## src/rtl/countdown_ctrl_if.sv

```systemverilog
// Control/status bundle between countdown_ctrl, its host and scaledclock.
// Master drives commands and the tick source, slave is the controller.
interface countdown_ctrl_if #(
  parameter int WIDTH = 7
);
  logic             load;
  logic [WIDTH-1:0] load_val;
  logic             start;
  logic             stop;
  logic             scaledclk;
  logic             enable;
  logic [WIDTH-1:0] remaining;
  logic [3:0]       tens;
  logic [3:0]       ones;
  logic             running;
  logic             done;
  logic             alarm;

  modport master (
    output load, load_val, start, stop, scaledclk,
    input  enable, remaining, tens, ones, running, done, alarm
  );

  modport slave (
    input  load, load_val, start, stop, scaledclk,
    output enable, remaining, tens, ones, running, done, alarm
  );
endinterface

```

## src/rtl/countdown_ctrl.sv

```systemverilog
// Seconds countdown driven by scaledclock ticks, with alarm and
// registered BCD digits of the remaining count.
module countdown_ctrl #(
  parameter int MAX_COUNT = 99,
  parameter int WIDTH     = 7
) (
  input  logic            clock,
  input  logic            reset_n,
  countdown_ctrl_if.slave cif
);

  localparam logic [1:0] S_IDLE  = 2'd0;
  localparam logic [1:0] S_RUN   = 2'd1;
  localparam logic [1:0] S_PAUSE = 2'd2;
  localparam logic [1:0] S_DONE  = 2'd3;

  localparam logic [WIDTH-1:0] MAX_V = WIDTH'(MAX_COUNT);
  localparam logic [WIDTH-1:0] TEN   = WIDTH'(10);
  localparam logic [WIDTH-1:0] ONE   = WIDTH'(1);

  logic [1:0]       state_q, state_d;
  logic [WIDTH-1:0] rem_q, rem_d;
  logic [3:0]       tens_q, tens_d;
  logic [3:0]       ones_q, ones_d;
  logic             sclk_q;
  logic             enable_q, enable_d;
  logic             running_q, running_d;
  logic             done_q, done_d;
  logic             alarm_q, alarm_d;
  logic             tick;
  logic [WIDTH-1:0] sat_val;

  always_comb begin
    tick    = cif.scaledclk & ~sclk_q;
    sat_val = (cif.load_val > MAX_V) ? MAX_V : cif.load_val;
    state_d = state_q;
    rem_d   = rem_q;
    done_d  = 1'b0;

    case (state_q)
      S_RUN: begin
        // A tick and stop in one cycle: decrement first, zero beats pause.
        if (tick) begin
          rem_d = rem_q - ONE;
        end
        if (tick && (rem_q == ONE)) begin
          state_d = S_DONE;
          done_d  = 1'b1;
        end else if (cif.stop) begin
          state_d = S_PAUSE;
        end
      end
      S_IDLE, S_PAUSE, S_DONE: begin
        if (cif.load) begin
          rem_d   = sat_val;
          state_d = S_IDLE;
        end else if (cif.stop) begin
          if (state_q == S_DONE) begin
            state_d = S_IDLE;
          end
        end else if (cif.start) begin
          if (state_q == S_DONE) begin
            state_d = S_IDLE;
          end else if ((state_q == S_PAUSE) ||
                       (rem_q != '0)) begin
            state_d = S_RUN;
          end
        end
      end
      default: begin
        state_d = S_IDLE;
      end
    endcase

    tens_d    = 4'(rem_q / TEN);
    ones_d    = 4'(rem_q % TEN);
    enable_d  = (state_d == S_RUN);
    running_d = (state_d == S_RUN);
    alarm_d   = (state_d == S_DONE);
  end

  always_ff @(posedge clock) begin
    if (!reset_n) begin
      state_q   <= S_IDLE;
      rem_q     <= '0;
      tens_q    <= '0;
      ones_q    <= '0;
      sclk_q    <= 1'b0;
      enable_q  <= 1'b0;
      running_q <= 1'b0;
      done_q    <= 1'b0;
      alarm_q   <= 1'b0;
    end else begin
      state_q   <= state_d;
      rem_q     <= rem_d;
      tens_q    <= tens_d;
      ones_q    <= ones_d;
      sclk_q    <= cif.scaledclk;
      enable_q  <= enable_d;
      running_q <= running_d;
      done_q    <= done_d;
      alarm_q   <= alarm_d;
    end
  end

  assign cif.enable    = enable_q;
  assign cif.remaining = rem_q;
  assign cif.tens      = tens_q;
  assign cif.ones      = ones_q;
  assign cif.running   = running_q;
  assign cif.done      = done_q;
  assign cif.alarm     = alarm_q;

endmodule

```

## src/flat_wrapper.sv

```systemverilog
// flat-port wrapper written by rule: the top's interface ports become plain ports
module countdown_ctrl_flat 
#(
  parameter int MAX_COUNT = 99,
  parameter int WIDTH     = 7
)
  (clock, reset_n, cif_load, cif_load_val, cif_start, cif_stop, cif_scaledclk, cif_enable, cif_remaining, cif_tens, cif_ones, cif_running, cif_done, cif_alarm);
  countdown_ctrl_if #(.WIDTH(WIDTH)) cif_i ();
  input  logic clock;
  input  logic reset_n;
  input wire logic [$bits(cif_i.load)-1:0] cif_load;
  input wire logic [$bits(cif_i.load_val)-1:0] cif_load_val;
  input wire logic [$bits(cif_i.start)-1:0] cif_start;
  input wire logic [$bits(cif_i.stop)-1:0] cif_stop;
  input wire logic [$bits(cif_i.scaledclk)-1:0] cif_scaledclk;
  output wire logic [$bits(cif_i.enable)-1:0] cif_enable;
  output wire logic [$bits(cif_i.remaining)-1:0] cif_remaining;
  output wire logic [$bits(cif_i.tens)-1:0] cif_tens;
  output wire logic [$bits(cif_i.ones)-1:0] cif_ones;
  output wire logic [$bits(cif_i.running)-1:0] cif_running;
  output wire logic [$bits(cif_i.done)-1:0] cif_done;
  output wire logic [$bits(cif_i.alarm)-1:0] cif_alarm;
  assign cif_i.load = cif_load;
  assign cif_i.load_val = cif_load_val;
  assign cif_i.start = cif_start;
  assign cif_i.stop = cif_stop;
  assign cif_i.scaledclk = cif_scaledclk;
  assign cif_enable = cif_i.enable;
  assign cif_remaining = cif_i.remaining;
  assign cif_tens = cif_i.tens;
  assign cif_ones = cif_i.ones;
  assign cif_running = cif_i.running;
  assign cif_done = cif_i.done;
  assign cif_alarm = cif_i.alarm;
  countdown_ctrl #(.MAX_COUNT(MAX_COUNT), .WIDTH(WIDTH)) u_core (.clock(clock), .reset_n(reset_n), .cif(cif_i));
endmodule
```

## config.mk

```make
export PLATFORM = sky130hd
export DESIGN_NAME = countdown_ctrl_flat
export DESIGN_NICKNAME = d
export VERILOG_FILES = /design/src/rtl/countdown_ctrl_if.sv /design/src/rtl/countdown_ctrl.sv /design/src/flat_wrapper.sv
export SDC_FILE = /design/constraint.sdc
export NUM_CORES = 1
export LEC_CHECK = 0
export ABC_AREA = 0
export CAP_MARGIN = 20
export CORE_MARGIN = 5
export CORE_UTILIZATION = 45
export DETAILED_ROUTE_END_ITERATION = 6
export GPL_ROUTABILITY_DRIVEN = 0
export PLACE_DENSITY = 0.76
export SLEW_MARGIN = 20
export SYNTH_ARGS = -nofsm -noshare
export SYNTH_HDL_FRONTEND = slang
export SYNTH_SLANG_ARGS = --single-unit
export TNS_END_PERCENT = 20
```

## constraint.sdc

```tcl
create_clock -name clock -period 2 [get_ports clock]
set_clock_uncertainty 0.05 [all_clocks]
set_input_delay 0.4 -clock clock [delete_from_list [all_inputs] [get_ports clock]]
set_output_delay 0.4 -clock clock [all_outputs]
set_load 0.05 [all_outputs]
```

==> qor.txt <==
Design area = 1764 sq um
Post-Syn Instances = 172
Num ports = 32
Largest net degree at the start of global routing = 24
Ys flop type = dfxtp_1
Clock tree root buffer cell = clkbuf_4
Delay-heaviest family, CP = buffers and inverters
Die ar. = 4271 sq um
WS Path Type = flop to output pin
CTS tree = built
Synth top area share = 0.3049
Pre-Repair DR Iteration Count = 4
Status = complete, no violations
Mapped Nets = 190
Via density = 5.485
Area leader, netlist = dfxtp_1
Synth warnings = 0
Routed len/inst = 13.89 um
Die Width = 65.36 um
Relative slew margins = 0.6619
First-pass GRT wire length = 5471 um
Buf+Inv Stages, Crit Path = 1
Layout fillers = 290
Worst stage delay on the critical path = 0.81 ns
Post-synthesis sequential area ratio = 0.3049
DR vias = 1,300
Initial Util = 0.4592
Type of origin of the critical path = flop
Area Overhead vs Synth = 27.95%
Antenna violations before repair = 0
Total track usage = 0.1634
CP max FO = 2
Hold depth = 2
P_leak = 0.7241 nW
Stages on worst setup path = 1
Gr ovfl total = 0
H-tree Lvls = 1
Crit path to = cif_running
Clk slew on worst S/H paths = 0.12 ns
WL final = 3293 um
Vias in the first global route = 1,231
Worst Path Arrival = 1.46 ns
Number of synthesized flops with an enable pin = 0
Worst skew pair latency = 0.31 ns
Beginning of the critical path = u_core.cif.enable
Tcrit/Tclk final = 0.9547
Final ANT Viol Nets = 0
Setup Total Neg Slack = 0 ns
Core Rows = 20
Nets = 223
Cells along the critical path = clkdlybuf4s50_1
Final hold vios = 0
Place WS = 0.04544 ns
ANT cells = 0
Slowest CP cell = clkdlybuf4s50_1
Mean area per synthesized cell = 8.016 sq um
CP required = 1.55 ns
Reg-to-reg slack, setup = 0.15 ns
Final setup vio count = 0
CTS Buf Count = 3
Height of the die = 65.36 um
Netlist Area Pre-Place = 1379 sq um
Launching point of the worst reg2reg path = u_core.cif.remaining[4]
Core footprint = 3003 sq um
Tmin final = 1.909 ns
RSZ-0062 raised after global routing = no
Hold buffers post-CTS = 0
IO Port Bufs = 31
Final worst slack = 0.09064 ns
Placed Area = 1693 sq um
Slew @ Worst Pin = 0.5056 ns
Slew Limit Fails = 0
# Max-Cap Violations = 0
Reg2Reg Depth = 8
Synth unique cells = 50
Max Clk Rate = 0.5237 GHz
Dpl hpwl = 2415 um
Asr flop ratio synth = 0
Type of destination of the critical path = output pin
R2r endpoint = u_core.cif.ones[3]
Initial detailed-routing violation count = 74
Yosys reg bits = 21
Num Clock Sinks = 21
CTS max path bufs = 2
Layout cell share with drive strength beyond 1 = 0.1912
Area contributors post-synth = dfxtp_1 30%, a21oi_1 5.1%, nor2_1 4.9%
Hold Crit Class = flop to flop
DR DRC count = 0
Cell area power density = 650.4 nW/um^2
Worst IR drop on VDD = 0.0004204 V
[cell families (layout without fill, tap and decap cells)]
group	count (synthesis)	count (layout)	share of synthesized area
simple gates	75	75	0.3094
compound gates	47	47	0.2187
flops	21	21	0.3049
buf+inv	17	49	0.07168
mux	6	6	0.04356
fa+ha+maj	5	5	0.04537
xor+xnor	1	1	0.006353
[layer usage]
| metal | GRT usage | wire length, um | up-vias |
|---|---|---|---|
| li1 | - | - | 666 |
| met1 | 0.1726 | 1374 | 590 |
| met2 | 0.3059 | 1727 | 38 |
| met3 | 0.03932 | 122 | 6 |
| met4 | 0.06736 | 68 | 0 |
| met5 | 0 | 0 | - |
[layout by cell type, fill, tap and decap left out, types with 3 or more instances in the layout]
master / n
dfxtp_2: 4
nor2b_1: 8
a21oi_1: 14
ha_1: 5
nand3_1: 4
mux2i_1: 6
nand2_1: 11
o21ai_1: 3
nand2b_1: 7
buf_4: 18
clkdlybuf4s50_1: 24
clkbuf_4: 3
and2_1: 7
dfxtp_1: 15
nor3_1: 3
nor2_1: 17
o21ai_0: 12
inv_1: 3
[per-stage QoR]
| step | total power, mW | util | hold slack, ns | instances |
|---|---|---|---|---|
| 4_1_cts | 1.149 | 0.5725 | 0.4802 | 234 |
| 3_5_place_dp | 0.9321 | 0.5638 | 0.4580 | 230 |
| 6_report | 1.147 | 0.5875 | 0.4755 | 237 |
| 2_1_floorplan | 0.8047 | - | 0.4717 | 172 |
| 3_3_place_gp | 0.9205 | 0.5638 | 0.4582 | 230 |
| 5_1_grt | 1.227 | 0.5875 | 0.5142 | 237 |
[sequential cells by signal, summed over array words and instances, names as in the netlist]
signal	cells
u_core.cif.alarm	1
u_core.cif.done	1
u_core.cif.enable	1
u_core.cif.ones	4
u_core.cif.remaining	7
u_core.cif.tens	4
u_core.sclk_q	1
u_core.state_q	2
[Yosys cell counts (3+ instances only)]
library cell / instances
dfxtp_1: 21
nand2b_1: 7
buf_6: 3
o21ai_0: 12
a21oi_1: 14
nand3_1: 4
inv_1: 3
mux2i_1: 6
nor3_1: 3
ha_1: 5
buf_2: 4
nand2_1: 11
o21ai_1: 3
nor2b_1: 9
clkbuf_1: 4
nor2_1: 18
and2_1: 7
[repair_timing]
action	4_1_cts	5_1_grt
setup endpoints to repair	0	4
buffers inserted	0	3
endpoints found under the hold margin	0	0
resized for setup	0	6
[how the worst min path moves through the flow]
stage	start	to	slack, ns
global route	u_core.cif.remaining[1]	u_core.cif.ones[1]	0.51
detailed placement	u_core.cif.remaining[1]	u_core.cif.ones[1]	0.46
global placement	u_core.cif.remaining[1]	u_core.cif.ones[1]	0.46
floorplan	cif_scaledclk	u_core.sclk_q	0.47
CTS	u_core.cif.remaining[1]	u_core.cif.ones[1]	0.48
finish	u_core.cif.remaining[1]	u_core.cif.ones[1]	0.48
[layout make-up]
| type | count | area (sq um) | area share |
|---|---|---|---|
| multi-input combinational | 134 | 877.1 | 0.4972 |
| sequential | 21 | 432.9 | 0.2454 |
| timing repair buffer | 42 | 375.4 | 0.2128 |
| tap | 33 | 41.29 | 0.02340 |
| clock buffer | 4 | 26.28 | 0.01489 |
| inverter | 3 | 11.26 | 0.006383 |
[report_power, final]
| group | switching [mW] | internal, mW | leakage (nW) |
|---|---|---|---|
| clock | 0.132 | 0.0780 | 0.0150 |
| combinational | 0.272 | 0.185 | 0.534 |
| sequential | 0.0282 | 0.452 | 0.175 |
| total | 0.432 | 0.715 | 0.724 |
(Power assumes the default switching activity.)
